--- src/rtl/jt12_kon_pkg.sv ---
// Shared types and constants for the key-on write path.
// Optional macro JT12_KON_MERGE_EN enables tail-entry merging.
package jt12_kon_pkg;

   localparam logic [7:0] KON_ADDR  = 8'h28;
   localparam int         KON_SLOTS = 24;
   localparam int         OP_W      = 4;
   localparam int         CH_W      = 3;
   localparam int         CMD_W     = OP_W + CH_W;

   typedef struct packed {
      logic [OP_W-1:0] op;
      logic [CH_W-1:0] ch;
   } kon_cmd_t;

   typedef enum logic {
      IDLE,
      SERVE
   } kon_state_t;

   // codes 3 and 7 share the low bits 2'b11
   function automatic logic kon_ch_valid(input logic [CH_W-1:0] ch);
      return (ch[1:0] != 2'b11);
   endfunction

endpackage

--- src/rtl/jt12_kon_fifo.sv ---
// Small synchronous FIFO of key-on commands.
// With JT12_KON_MERGE_EN the newest entry can be overwritten in place.
module jt12_kon_fifo
   import jt12_kon_pkg::*;
#(
   parameter int DEPTH = 4,
   localparam int AW = $clog2(DEPTH)
) (
   input  logic     clk,
   input  logic     rst,
   input  logic     push,
   input  logic     pop,
   input  kon_cmd_t din,
   output kon_cmd_t dout,
   output logic     empty,
   output logic     full,
`ifdef JT12_KON_MERGE_EN
   input  logic     ovr,
   output kon_cmd_t tail,
`endif
   output logic [AW:0] level
);

   localparam logic [AW-1:0] ONE    = AW'(1);
   localparam logic [AW:0]   FULL_L = (AW+1)'(DEPTH);

   kon_cmd_t        mem [DEPTH];
   logic [AW-1:0]   rd_ptr;
   logic [AW-1:0]   wr_ptr;
   logic [AW:0]     cnt;

   always_ff @(posedge clk or posedge rst) begin
      if (rst) begin
         rd_ptr <= '0;
         wr_ptr <= '0;
         cnt    <= '0;
      end else begin
         if (push) wr_ptr <= wr_ptr + ONE;
         if (pop)  rd_ptr <= rd_ptr + ONE;
         cnt <= cnt + {{AW{1'b0}}, push} - {{AW{1'b0}}, pop};
      end
   end

   // storage needs no reset: the pointers define what is valid
   always_ff @(posedge clk) begin
      if (push) begin
         mem[wr_ptr] <= din;
`ifdef JT12_KON_MERGE_EN
      end else if (ovr) begin
         mem[wr_ptr - ONE] <= din;
`endif
      end
   end

   assign dout  = mem[rd_ptr];
   assign empty = (cnt == '0);
   assign full  = (cnt == FULL_L);
   assign level = cnt;
`ifdef JT12_KON_MERGE_EN
   assign tail  = mem[wr_ptr - ONE];
`endif

endmodule

--- src/rtl/jt12_kon_wr.sv ---
// Key-on register decoder: queues 0x28 writes and holds each one for a 24-slot round.
// Optional macro JT12_KON_MERGE_EN merges same-channel writes into the pending tail.
module jt12_kon_wr
   import jt12_kon_pkg::*;
#(
   parameter int DEPTH = 4
) (
   input  logic       clk,
   input  logic       rst,
   input  logic       clk_en,
   input  logic       cpu_wr,
   input  logic       cpu_a1,
   input  logic [7:0] cpu_addr,
   input  logic [7:0] cpu_din,
   output logic [3:0] keyon_op,
   output logic [2:0] keyon_ch,
   output logic       up_keyon,
   output logic       busy,
   output logic       ovf
);

   localparam int          AW    = $clog2(DEPTH);
   localparam logic [4:0]  LAST  = 5'(KON_SLOTS - 1);
   localparam logic [AW:0] LVL_1 = (AW+1)'(1);

   kon_state_t  state, state_nxt;
   logic [4:0]  cnt, cnt_nxt;
   kon_cmd_t    cur, cur_nxt;
   kon_cmd_t    wr_cmd, head;
   logic        busy_nxt, ovf_nxt;
   logic        wr_hit, merge, push, pop;
   logic        empty, full;
   logic [AW:0] level, lvl_nxt;
   logic        unused_din3;

   assign unused_din3 = cpu_din[3];
   assign wr_cmd = '{op: cpu_din[7:4], ch: cpu_din[2:0]};
   assign wr_hit = cpu_wr && !cpu_a1 && (cpu_addr == KON_ADDR)
                   && kon_ch_valid(cpu_din[2:0]);
   assign pop    = clk_en && !empty && (state == IDLE || cnt == LAST);

`ifdef JT12_KON_MERGE_EN
   kon_cmd_t tail;
   // only merge into an entry that stays queued after this edge
   assign merge = wr_hit && !empty && !(pop && level == LVL_1)
                  && (tail.ch == wr_cmd.ch);
`else
   assign merge = 1'b0;
`endif

   assign push = wr_hit && !merge && (!full || pop);

   jt12_kon_fifo #(.DEPTH(DEPTH)) u_fifo (
      .clk   (clk),
      .rst   (rst),
      .push  (push),
      .pop   (pop),
      .din   (wr_cmd),
      .dout  (head),
      .empty (empty),
      .full  (full),
`ifdef JT12_KON_MERGE_EN
      .ovr   (merge),
      .tail  (tail),
`endif
      .level (level)
   );

   always_comb begin
      state_nxt = state;
      cnt_nxt   = cnt;
      cur_nxt   = cur;
      ovf_nxt   = ovf || (wr_hit && !merge && !push);
      case (state)
         IDLE: begin
            if (pop) begin
               state_nxt = SERVE;
               cnt_nxt   = '0;
               cur_nxt   = head;
            end
         end
         SERVE: begin
            if (clk_en) begin
               if (cnt != LAST) begin
                  cnt_nxt = cnt + 5'd1;
               end else if (pop) begin
                  cnt_nxt = '0;
                  cur_nxt = head;
               end else begin
                  state_nxt = IDLE;
               end
            end
         end
         default: state_nxt = IDLE;
      endcase
      lvl_nxt  = level + {{AW{1'b0}}, push} - {{AW{1'b0}}, pop};
      busy_nxt = (state_nxt == SERVE) || (lvl_nxt != '0);
   end

   always_ff @(posedge clk or posedge rst) begin
      if (rst) begin
         state <= IDLE;
         cnt   <= '0;
         cur   <= '0;
         busy  <= 1'b0;
         ovf   <= 1'b0;
      end else begin
         state <= state_nxt;
         cnt   <= cnt_nxt;
         cur   <= cur_nxt;
         busy  <= busy_nxt;
         ovf   <= ovf_nxt;
      end
   end

   assign up_keyon = (state == SERVE);
   assign keyon_op = cur.op;
   assign keyon_ch = cur.ch;

endmodule
--- config.mk ---
export PLATFORM = sky130hd
export DESIGN_NAME = jt12_kon_wr
export DESIGN_NICKNAME = d
export VERILOG_FILES = /design/src/rtl/jt12_kon_pkg.sv /design/src/rtl/jt12_kon_fifo.sv /design/src/rtl/jt12_kon_wr.sv
export SDC_FILE = /design/constraint.sdc
export NUM_CORES = 1
export LEC_CHECK = 0
export ABC_AREA = 1
export BUFFER_PORTS_ARGS = -buffer_cell sky130_fd_sc_hd__buf_2
export CAP_MARGIN = 20
export CELL_PAD_IN_SITES_DETAIL_PLACEMENT = 1
export CELL_PAD_IN_SITES_GLOBAL_PLACEMENT = 1
export CORE_MARGIN = 2
export CORE_UTILIZATION = 44
export CTS_CLUSTER_DIAMETER = 150
export DETAILED_ROUTE_END_ITERATION = 12
export PLACE_DENSITY = 0.79
export SLEW_MARGIN = 25
export SYNTH_ARGS = -nofsm -noshare
export SYNTH_HDL_FRONTEND = slang
export SYNTH_SLANG_ARGS = --single-unit
--- constraint.sdc ---
create_clock -name clk -period 2.75 [get_ports clk]
set_clock_uncertainty 0.15 [all_clocks]
set_input_delay 0.275 -clock clk [delete_from_list [all_inputs] [get_ports clk]]
set_output_delay 0.275 -clock clk [all_outputs]
set_load 0.01 [all_outputs]
==> results by group, run 1 <==
Hold path
  • Hold crit path type: input port to register
  • Hold path start: cpu_din[5]

STA
  • Max Slew Vio Count: 0
  • Final hold vios: 0
  • Min Clock Period, post-route: between 2 and 3 ns
  • Final worst-path cycle share: 92.5%
  • Final setup violation count: 0
  • Normalized max-slew margin: 45.7%
  • Slew @ Worst Pin: between 0.8 and 0.9 ns
  • Fin Setup TNS: 0 ns
  • F_max: between 300 and 400 MHz
  • RSZ-0062 raised after global routing: no

Floorplan
  • Number of I/O pins: 31
  • Die height: 75.9 um
  • Num rows: 26
  • Starting Density: 45.1%
  • CORE AREA: 5040 um2
  • Die area: approximately 5800 um2
  • Die width: 75.9 um

Synth
  • Yosys reg bits: 50
  • Syn Area/Cell: ~10 um2
  • Synth top area share: 36.9%
  • Area leader, netlist: edfxtp_1
  • Post-synthesis instance total: around 230
  • Largest cells by area after synthesis: edfxtp_1 37%, dfrtp_1 24%, nand2_1 7.4%
  • Post-Syn Nets: around 250
  • Post-synth cell types: 24
  • Synth Warn #: 0
  • Netlist Area Pre-Place: 2280 um2
  • Seq/Total Area, Yosys: 61.1%

Cells and area
  • Area delta synth->final: 15.0%
  • Design Area, Final: between 2000 and 3000 um2
  • Share of cells above drive strength 1: 20.5%
  • Diode count: 0
  • Net count, final: between 200 and 300

Placed design
  • Detailed Place HPWL: 3.16 mm
  • Routability cong.: 0.731
  • Placement Cell Area: 2510 um2
  • Port bufs: 29

Setup path
  • Reg2reg start: cnt[0]
  • Crit path max fanout: 9
  • Largest delay contributor family on the critical path: adder cells
  • CP startpoint: cnt[0]
  • CP Buf/Inv Count: 5
  • Worst-path cell chain: ha_1 -> nand2_2 -> inv_2 -> nand2_2 -> nand2_2 -> nand2_4 -> inv_2 -> ha_1 -> inv_1 -> ha_1 -> fa_1 -> inv_1 -> xor2_1 -> inv_1 -> nand3b_1
  • Crit path launch type: register
  • Crit path capture type: register
  • Critical-path top delay cell: dfrtp_1
  • WS Path Type: register to register
  • WP data required: 2.84 ns
  • Worst path arrival time: between 2 and 3 ns
  • CP max stage delay: 0.40 ns

Global routing
  • Total global-route track usage: 16.4%
  • First-pass GRT wire length: between 7 and 8 mm
  • Antenna violations before repair: 0
  • GRT Residual Overflow: 0
  • Largest net degree at the start of global routing: 23
  • Vias in the first global route: between 1500 and 2000

Detailed routing
  • Detailed-route DRC error count: 0
  • Initial DRC Count: 72
  • Routed WL per cell: 12.6 um
  • Final wirelength: 4.22 mm
  • Antenna viol nets, final: 0
  • Avg Vias per Cell: between 4 and 5
  • Drt pass-1 iters: 4
  • Vias: 1573

Clock tree
  • TritonCTS buffer count: 5
  • Post-CTS Resized: 0
  • Clock Tree Root: clkbuf_8
  • Sink Count: 50
  • Clk_lat worst skew: 0.30 ns
  • Post-CTS Setup Bufs: 0
  • Htree depth: 2
  • TritonCTS clock tree: yes
  • CTS max path bufs: 2
  • Hold Buf Count CTS: 1
  • Reg clk slew, reported paths: 0.09 ns

Run
  • Maxcap violations: 0

Run status
  • Outcome: complete, no violations

Power
  • Leakage dissipation: 1.19 nW
  • VDD IR max: 0.314 mV
  • Power per cell area: 723 nW/um2
-- path summary, 6_finish.rpt --
path | slack, ns | end | cells past startpoint
min in group asynchronous | 0.52 | keyon_op[2] | 3
setup reg to reg | 0.21 | busy | 15
hold reg to reg | 0.32 | ovf | 2
hold / removal | 0.04 | u_fifo.mem[0][4] | 1
max in group asynchronous | 1.42 | ovf | 3
setup / recovery | 0.21 | busy | 15
-- cell families after synthesis --
family / count (synthesis) / synth area share (%)
flip-flops: 50 / 61.1
adder cells (fa/ha/maj): 8 / 4.73
AND/OR/NAND/NOR: 101 / 19.2
buffers and inverters: 32 / 6.32
AO/OA/AOI/OAI: 31 / 7.15
XOR/XNOR: 3 / 1.48
-- layer usage --
metal / wire length (um) / vias to the layer above / track usage [%] / part of all wire, %
met2: 2050 / 32 / 27.5 / 49
met4: 54 / 0 / 6.00 / 1.3
met1: 1980 / 734 / 21.3 / 47
li1: - / 802 / - / -
met5: 0 / - / 0 / 0
met3: 135 / 5 / 3.10 / 3.2
-- cell type report --
class | instances | area [um2]
Fill cell | 585 | 2430
Sequential cell | 50 | 1390
Multi-Input combinational cell | 143 | 741
Timing Repair Buffer | 35 | 193
Inverter | 28 | 105
Tap cell | 70 | 87.6
Clock buffer | 6 | 82.6
Clock inverter | 2 | 16.3
-- cell usage in the layout (no fill, tap or decap), types with 3 or more instances in the layout --
master and instances:
a21oi_1 4, buf_2 29, buf_4 5, clkbuf_8 6, dfrtp_1 22, edfxtp_1 28, ha_1 7, inv_1 25
inv_2 3, nand2_1 45, nand2_2 4, nand3_1 8, nand3b_1 3, nor2_1 36, o21ai_0 21, o21ai_1 4
-- through the flow --
stage               total power, W  utilization, %  instances  setup WS [ns]  hold WS, ns
finish                     0.00189            51.9        334          0.208       0.0369
global route               0.00205            51.9        334         0.0158       0.0314
detailed placement         0.00146            49.7        325          0.190        0.308
floorplan                  0.00135               -        225          0.379        0.114
global placement           0.00144            49.7        325          0.249        0.292
CTS                        0.00192            51.9        334          0.162       0.0230
-- report_power, final --
group	total, W	internal, W	switching (W)
clock network	0.000452	0.000207	0.000245
registers	0.000995	0.000880	0.000114
logic	0.000444	0.000180	0.000264
total	0.00189	0.00127	0.000624
-- synthesized netlist by cell type, drive strengths merged --
cell type,number
nor2,37
nand3,8
nand3b,3
or2,1
nand2,51
dfrtp,22
xor2,3
a21boi,1
o21ai,25
a31oi,1
edfxtp,28
inv,28
nor3,1
buf,4
ha,7
fa,1
a21oi,4
-- worst register-to-register path, stage by stage (launching register included) --
cell and delay (ns):
dfrtp_1 0.40, ha_1 0.23, nand2_2 0.08, inv_2 0.06, nand2_2 0.08, nand2_2 0.07, nand2_4 0.10, inv_2 0.09
ha_1 0.28, inv_1 0.04, ha_1 0.18, fa_1 0.35, inv_1 0.07, xor2_1 0.17, inv_1 0.06, nand3b_1 0.08
-- registers in the layout (all words and copies together) (netlist names), 2 cells and up --
register / flops
cnt: 5
keyon_ch: 3
keyon_op: 4
u_fifo.level: 3
u_fifo.mem: 28
u_fifo.rd_ptr: 2
u_fifo.wr_ptr: 2
No activity file was read; power rests on OpenSTA's default activity.
==> run 2: changes to the inputs <==
CORE_UTILIZATION = 46   (was 44)
CTS_BUF_LIST = sky130_fd_sc_hd__clkbuf_4   (was default)
PLACE_DENSITY = 0.82   (was 0.79)
==> run 2 against run 1 <==
  * Sequential share of layout area shrank 0.97 points
  * Hold slack gained 0.077 ns
  * Non-clock buffer count grew 9
  * Sequential power is essentially flat
  * Register-to-register slack is essentially flat
  * Critical path type unchanged
  * Largest cell class unchanged
  * Largest power group unchanged
  * Highest routed layer unchanged
==> results by group, run 2 (synthesis results as in run 1) <==
Global routing
  • First-pass GRT wire length: 7.95 mm
  • Total global-route track usage: about a fifth
  • Antenna violations before repair: 0
  • Vias in the first global route: about 1700
  • GRT Residual Overflow: 0
  • Largest net degree at the start of global routing: 23

Cells and area
  • Net count, final: approximately 300
  • Most common cell after layout, fill and taps aside: nand2_1
  • Post-Layout Cell Count: between 300 and 400
  • Area delta synth->final: 17.1%
  • Register bank with the most flops: u_fifo.mem
  • Register area: 1390 um2
  • Commonest non-fill, non-tap cells in the layout: 45 x nand2_1, 36 x nor2_1, 29 x buf_2, 28 x edfxtp_1, 25 x inv_1
  • Max reg flops: 28
  • Number of filler instances in the final layout: 565
  • Share of cells above drive strength 1: 20.1%
  • Diode count: 0
  • Multi-input logic area: roughly 750 um2

Floorplan
  • Die width: 74.3 um
  • Die area: 5530 um2
  • Starting Density: 47.9%
  • Number of I/O pins: 31
  • Num rows: 25
  • CORE AREA: 4750 um2
  • Die height: 74.3 um

STA
  • Final setup violation count: 0
  • Max Slew Vio Count: 0
  • F_max: 394 MHz
  • Fin Setup TNS: 0 ns
  • Min Clock Period, post-route: 2.54 ns
  • RSZ-0062 raised after global routing: no
  • Slew @ Worst Pin: 0.848 ns
  • Final hold vios: 0
  • Final worst-path cycle share: 92.2%
  • Normalized max-slew margin: a little over two fifths
  • Minimum hold slack: roughly 0.11 ns

Detailed routing
  • Avg Vias per Cell: 4.90
  • Final wirelength: 4.78 mm
  • Initial DRC Count: roughly 130
  • Routed WL per cell: 14.1 um
  • Vias: 1666
  • Antenna viol nets, final: 0
  • Detailed-route DRC error count: 0
  • Drt pass-1 iters: 4

Setup path
  • Worst r2r path cells: 15
  • CP Buf/Inv Count: 5
  • Largest delay contributor family on the critical path: adder cells
  • Worst path arrival time: roughly 2.7 ns
  • Critical-path top delay cell: dfrtp_1
  • Crit path launch type: register
  • Crit path capture type: register
  • Levels on crit path: 15
  • CP max stage delay: 0.42 ns
  • Worst-path cell chain: ha_1 -> nand2_2 -> inv_2 -> nand2_2 -> nand2_2 -> nand2_8 -> inv_2 -> ha_1 -> inv_1 -> ha_1 -> fa_1 -> inv_1 -> xor2_1 -> inv_1 -> nand3b_1
  • WP data required: 2.90 ns
  • WS Path Type: register to register
  • Crit path max fanout: 4

Hold path
  • Hold path depth: 4
  • Hold crit path type: input port to register

Clock tree
  • Htree depth: 2
  • Clock Tree Root: clkbuf_4
  • Reg clk slew, reported paths: 0.14 ns
  • TritonCTS clock tree: yes
  • Sink Count: 50
  • TritonCTS buffer count: 5
  • CTS max path bufs: 2
  • Clk_lat worst skew: ~0.36 ns

Power
  • VDD IR max: 0.269 mV
  • Power per cell area: 677 nW/um2
  • Leakage dissipation: 1.20 nW

Placed design
  • Routability cong.: 0.798
  • Placed Instances: 322
  • Port bufs: 29
  • Detailed Place HPWL: 3.34 mm

Run
  • Maxcap violations: 0

Run status
  • Outcome: complete, no violations
run 2: path summary, 6_finish.rpt:
| path | start | slack, ns | to |
|---|---|---|---|
| max | cnt[0] | 0.21 | busy |
| min reg2reg | ovf | 0.34 | ovf |
| min | clk_en | 0.11 | cnt[3] |
| min in group asynchronous | rst | 0.47 | keyon_op[1] |
| max in group asynchronous | rst | 1.45 | up_keyon |
| max reg2reg | cnt[0] | 0.21 | busy |
run 2: area by class of cell:
type / count / share of cell area (%)
sequential: 50 / 52.2
multi-input combinational: 143 / 28.1
timing repair buffer: 44 / 10.4
inverter: 28 / 3.94
tap: 67 / 3.15
clock buffer: 5 / 1.41
clock inverter: 3 / 0.751
run 2: routing by layer:
| metal | GRT usage [%] | routed length, um |
|---|---|---|
| met1 | 24.7 | 2040 |
| met5 | 0 | 0 |
| met3 | 3.93 | 168 |
| met2 | 33.4 | 2460 |
| met4 | 8.73 | 112 |
run 2: repair_timing:
action,4_1_cts,5_1_grt
setup endpoints to repair,0,1
gates resized for setup,0,1
hold buffers,8,0
hold endpoints to repair,50,0
setup buffers,0,2
run 2: worst reg2reg max path, cell delays in order, from the launching register on:
cell and delay, ns:
dfrtp_1 0.42, ha_1 0.22, nand2_2 0.08, inv_2 0.06, nand2_2 0.07, nand2_2 0.09
nand2_8 0.10, inv_2 0.04, ha_1 0.26, inv_1 0.04, ha_1 0.18, fa_1 0.37
inv_1 0.07, xor2_1 0.17, inv_1 0.06, nand3b_1 0.09
run 2: through the flow:
stage	utilization, %	instance area, um2	power [W]	setup slack [ns]
global route	56.1	2670	0.00195	0.0277
global placement	52.7	2500	0.00144	0.226
detailed placement	52.7	2500	0.00147	0.164
finish	56.1	2670	0.00180	0.214
floorplan	-	2280	0.00135	0.379
CTS	55.6	2640	0.00181	0.137
run 2: power breakdown:
group	leakage, nW	internal, W	switching (W)
clock network	0.0292	0.000100	0.000231
logic	0.656	0.000192	0.000286
registers	0.517	0.000880	0.000114
==> run 3: changes to the inputs <==
BUFFER_PORTS_ARGS = default   (was -buffer_cell sky130_fd_sc_hd__buf_2)
CORE_UTILIZATION = 51   (was 46)
DONT_BUFFER_PORTS = 1   (was default)
==> run 3 against run 2 <==
  * Sequential power hardly changed
  * Largest cell class unchanged
  * Non-clock buffer count is 25 lower
  * Die area is 9.3% lower
  * Largest power group unchanged
  * Clock power is 6.0% higher
  * Combinational power is 1% higher
  * Power is 2.8% higher
  * Critical endpoint unchanged
  * Global-route usage is 1.6 points higher
  * Hold slack worse by 0.059 ns
  * Highest routed layer unchanged
==> results by group, run 3 (synthesis results as in run 1) <==
Setup path
  • Crit path launch type: register
  • Worst path arrival time: ~2.8 ns
  • WS Path Type: register to register
  • Crit path max fanout: 9
  • WP data required: 2.93 ns
  • Crit path capture type: register
  • Worst r2r path cells: 15

Floorplan
  • Die area: around 5000 um2
  • Die width: 70.8 um
  • Starting Density: between 50% and 60%
  • Num rows: 24
  • Die height: 70.8 um
  • Number of I/O pins: 31
  • CORE AREA: between 4000 and 5000 um2

Global routing
  • GRT Residual Overflow: 0
  • Vias in the first global route: 1648
  • First-pass GRT wire length: 8.11 mm
  • Total global-route track usage: 21.4%
  • Largest net degree at the start of global routing: 23
  • Antenna violations before repair: 0

Clock tree
  • Htree depth: 2
  • Clk_lat worst skew: 0.39 ns
  • CTS max path bufs: 2
  • Reg clk slew, reported paths: 0.14 ns
  • TritonCTS buffer count: 5
  • TritonCTS clock tree: yes
  • Clock Tree Root: clkbuf_4
  • Sink Count: 50

Cells and area
  • Design Area, Final: 2540 um2
  • Number of filler instances in the final layout: a little under 500
  • Register bank with the most flops: u_fifo.mem
  • Area delta synth->final: 11.4%
  • Commonest non-fill, non-tap cells in the layout: 45 x nand2_1, 36 x nor2_1, 28 x edfxtp_1, 24 x inv_1, 22 x dfrtp_1
  • Post-Layout Cell Count: 300
  • Share of cells above drive strength 1: about an eighth
  • Max reg flops: 28
  • Final core utilization: 58.7%
  • Most common cell after layout, fill and taps aside: nand2_1
  • Diode count: 0
  • Net count, final: 276

Detailed routing
  • Initial DRC Count: 68
  • Routed WL per cell: around 16 um
  • Avg Vias per Cell: 5.22
  • Final wirelength: 4.93 mm
  • Detailed-route DRC error count: 0
  • Antenna viol nets, final: 0
  • Drt pass-1 iters: 4
  • Vias: 1566

STA
  • Min Clock Period, post-route: 2.61 ns
  • Max Slew Vio Count: 0
  • Fin Setup TNS: 0 ns
  • Normalized max-slew margin: 43.4%
  • F_max: 383 MHz
  • Slew @ Worst Pin: 0.849 ns
  • Final setup violation count: 0
  • Final hold vios: 0
  • Final worst-path cycle share: 94.9%
  • Final worst slack: 0.140 ns

Placed design
  • Detailed Place HPWL: 3.06 mm
  • Dpl ws: 0.121 ns
  • Placement Cell Area: 2340 um2
  • Port bufs: 0
  • Routability cong.: 0.769
  • Placed Instances: 278

Hold path
  • Hold path depth: 4
  • Hold crit path type: input port to register

Power
  • VDD IR max: around 0.34 mV
  • Leakage dissipation: between 1 and 1.5 nW
  • Power per cell area: 731 nW/um2

Run status
  • Outcome: complete, no violations

Run
  • Maxcap violations: 0
## run 3: cell types whose count changed in the layout (fill, tap and decap cells not counted), sizes merged
cell	before	now
buf	36	10
clkinv	1	3
clkinvlp	1	0
dlygate4sd3	8	9
inv	29	28
## run 3: layout make-up
cell class | count | area, um2 | area share (%)
Sequential cell | 50 | 1390 | 54.9
Tap cell | 52 | 65.1 | 2.57
Timing Repair Buffer | 19 | 165 | 6.51
Clock inverter | 3 | 21.3 | 0.839
Multi-Input combinational cell | 143 | 751 | 29.6
Inverter | 28 | 105 | 4.14
Clock buffer | 5 | 37.5 | 1.48
## run 3: stage by stage
step	total power [W]	hold WS [ns]
3_5_place_dp	0.00144	0.224
3_3_place_gp	0.00140	0.220
5_1_grt	0.00197	0.0894
4_1_cts	0.00179	0.0582
2_1_floorplan	0.00135	0.114
6_report	0.00185	0.0550
## run 3: critical path, stage by stage (launching register included)
cell and delay (ns):
dfrtp_1 0.43, ha_2 0.19, nand2_2 0.09, inv_2 0.06
nand2_2 0.08, nand2_2 0.07, nand2_4 0.09, inv_2 0.08
ha_1 0.29, inv_1 0.05, ha_1 0.20, fa_1 0.39
inv_2 0.08, xor2_2 0.17, inv_1 0.07, nand3b_1 0.08
## run 3: layer usage
layer	wire (um)	GRT usage, %	up-vias	share of wire (%)
li1	-	-	761	-
met1	2090	26.2	752	42
met2	2490	36.0	44	51
met3	205	4.56	9	4.2
met4	140	10.3	0	2.8
met5	0	0	-	0
## run 3: where the power goes
| group | internal (W) | total (W) | switching, W |
|---|---|---|---|
| Combinational | 0.000197 | 0.000485 | 0.000288 |
| Sequential | 0.000880 | 0.00102 | 0.000138 |
| Clock | 0.000100 | 0.000351 | 0.000251 |
| Total | 0.00118 | 0.00185 | 0.000676 |
## run 3: worst paths after layout
| path | startpoint | endpoint | slack (ns) |
|---|---|---|---|
| max in group asynchronous | rst | u_fifo.rd_ptr[1] | 1.60 |
| max reg2reg | cnt[1] | busy | 0.14 |
| min reg2reg | ovf | ovf | 0.40 |
| max | cnt[1] | busy | 0.14 |
| min | cpu_addr[5] | u_fifo.wr_ptr[1] | 0.05 |
| min in group asynchronous | rst | keyon_ch[0] | 0.32 |
## run 3: what timing repair did
action	CTS	global route
endpoints found under the hold margin	53	0
resized for setup	0	3
buffers inserted	0	5
hold buffers	9	0
endpoints found under the setup margin	0	2
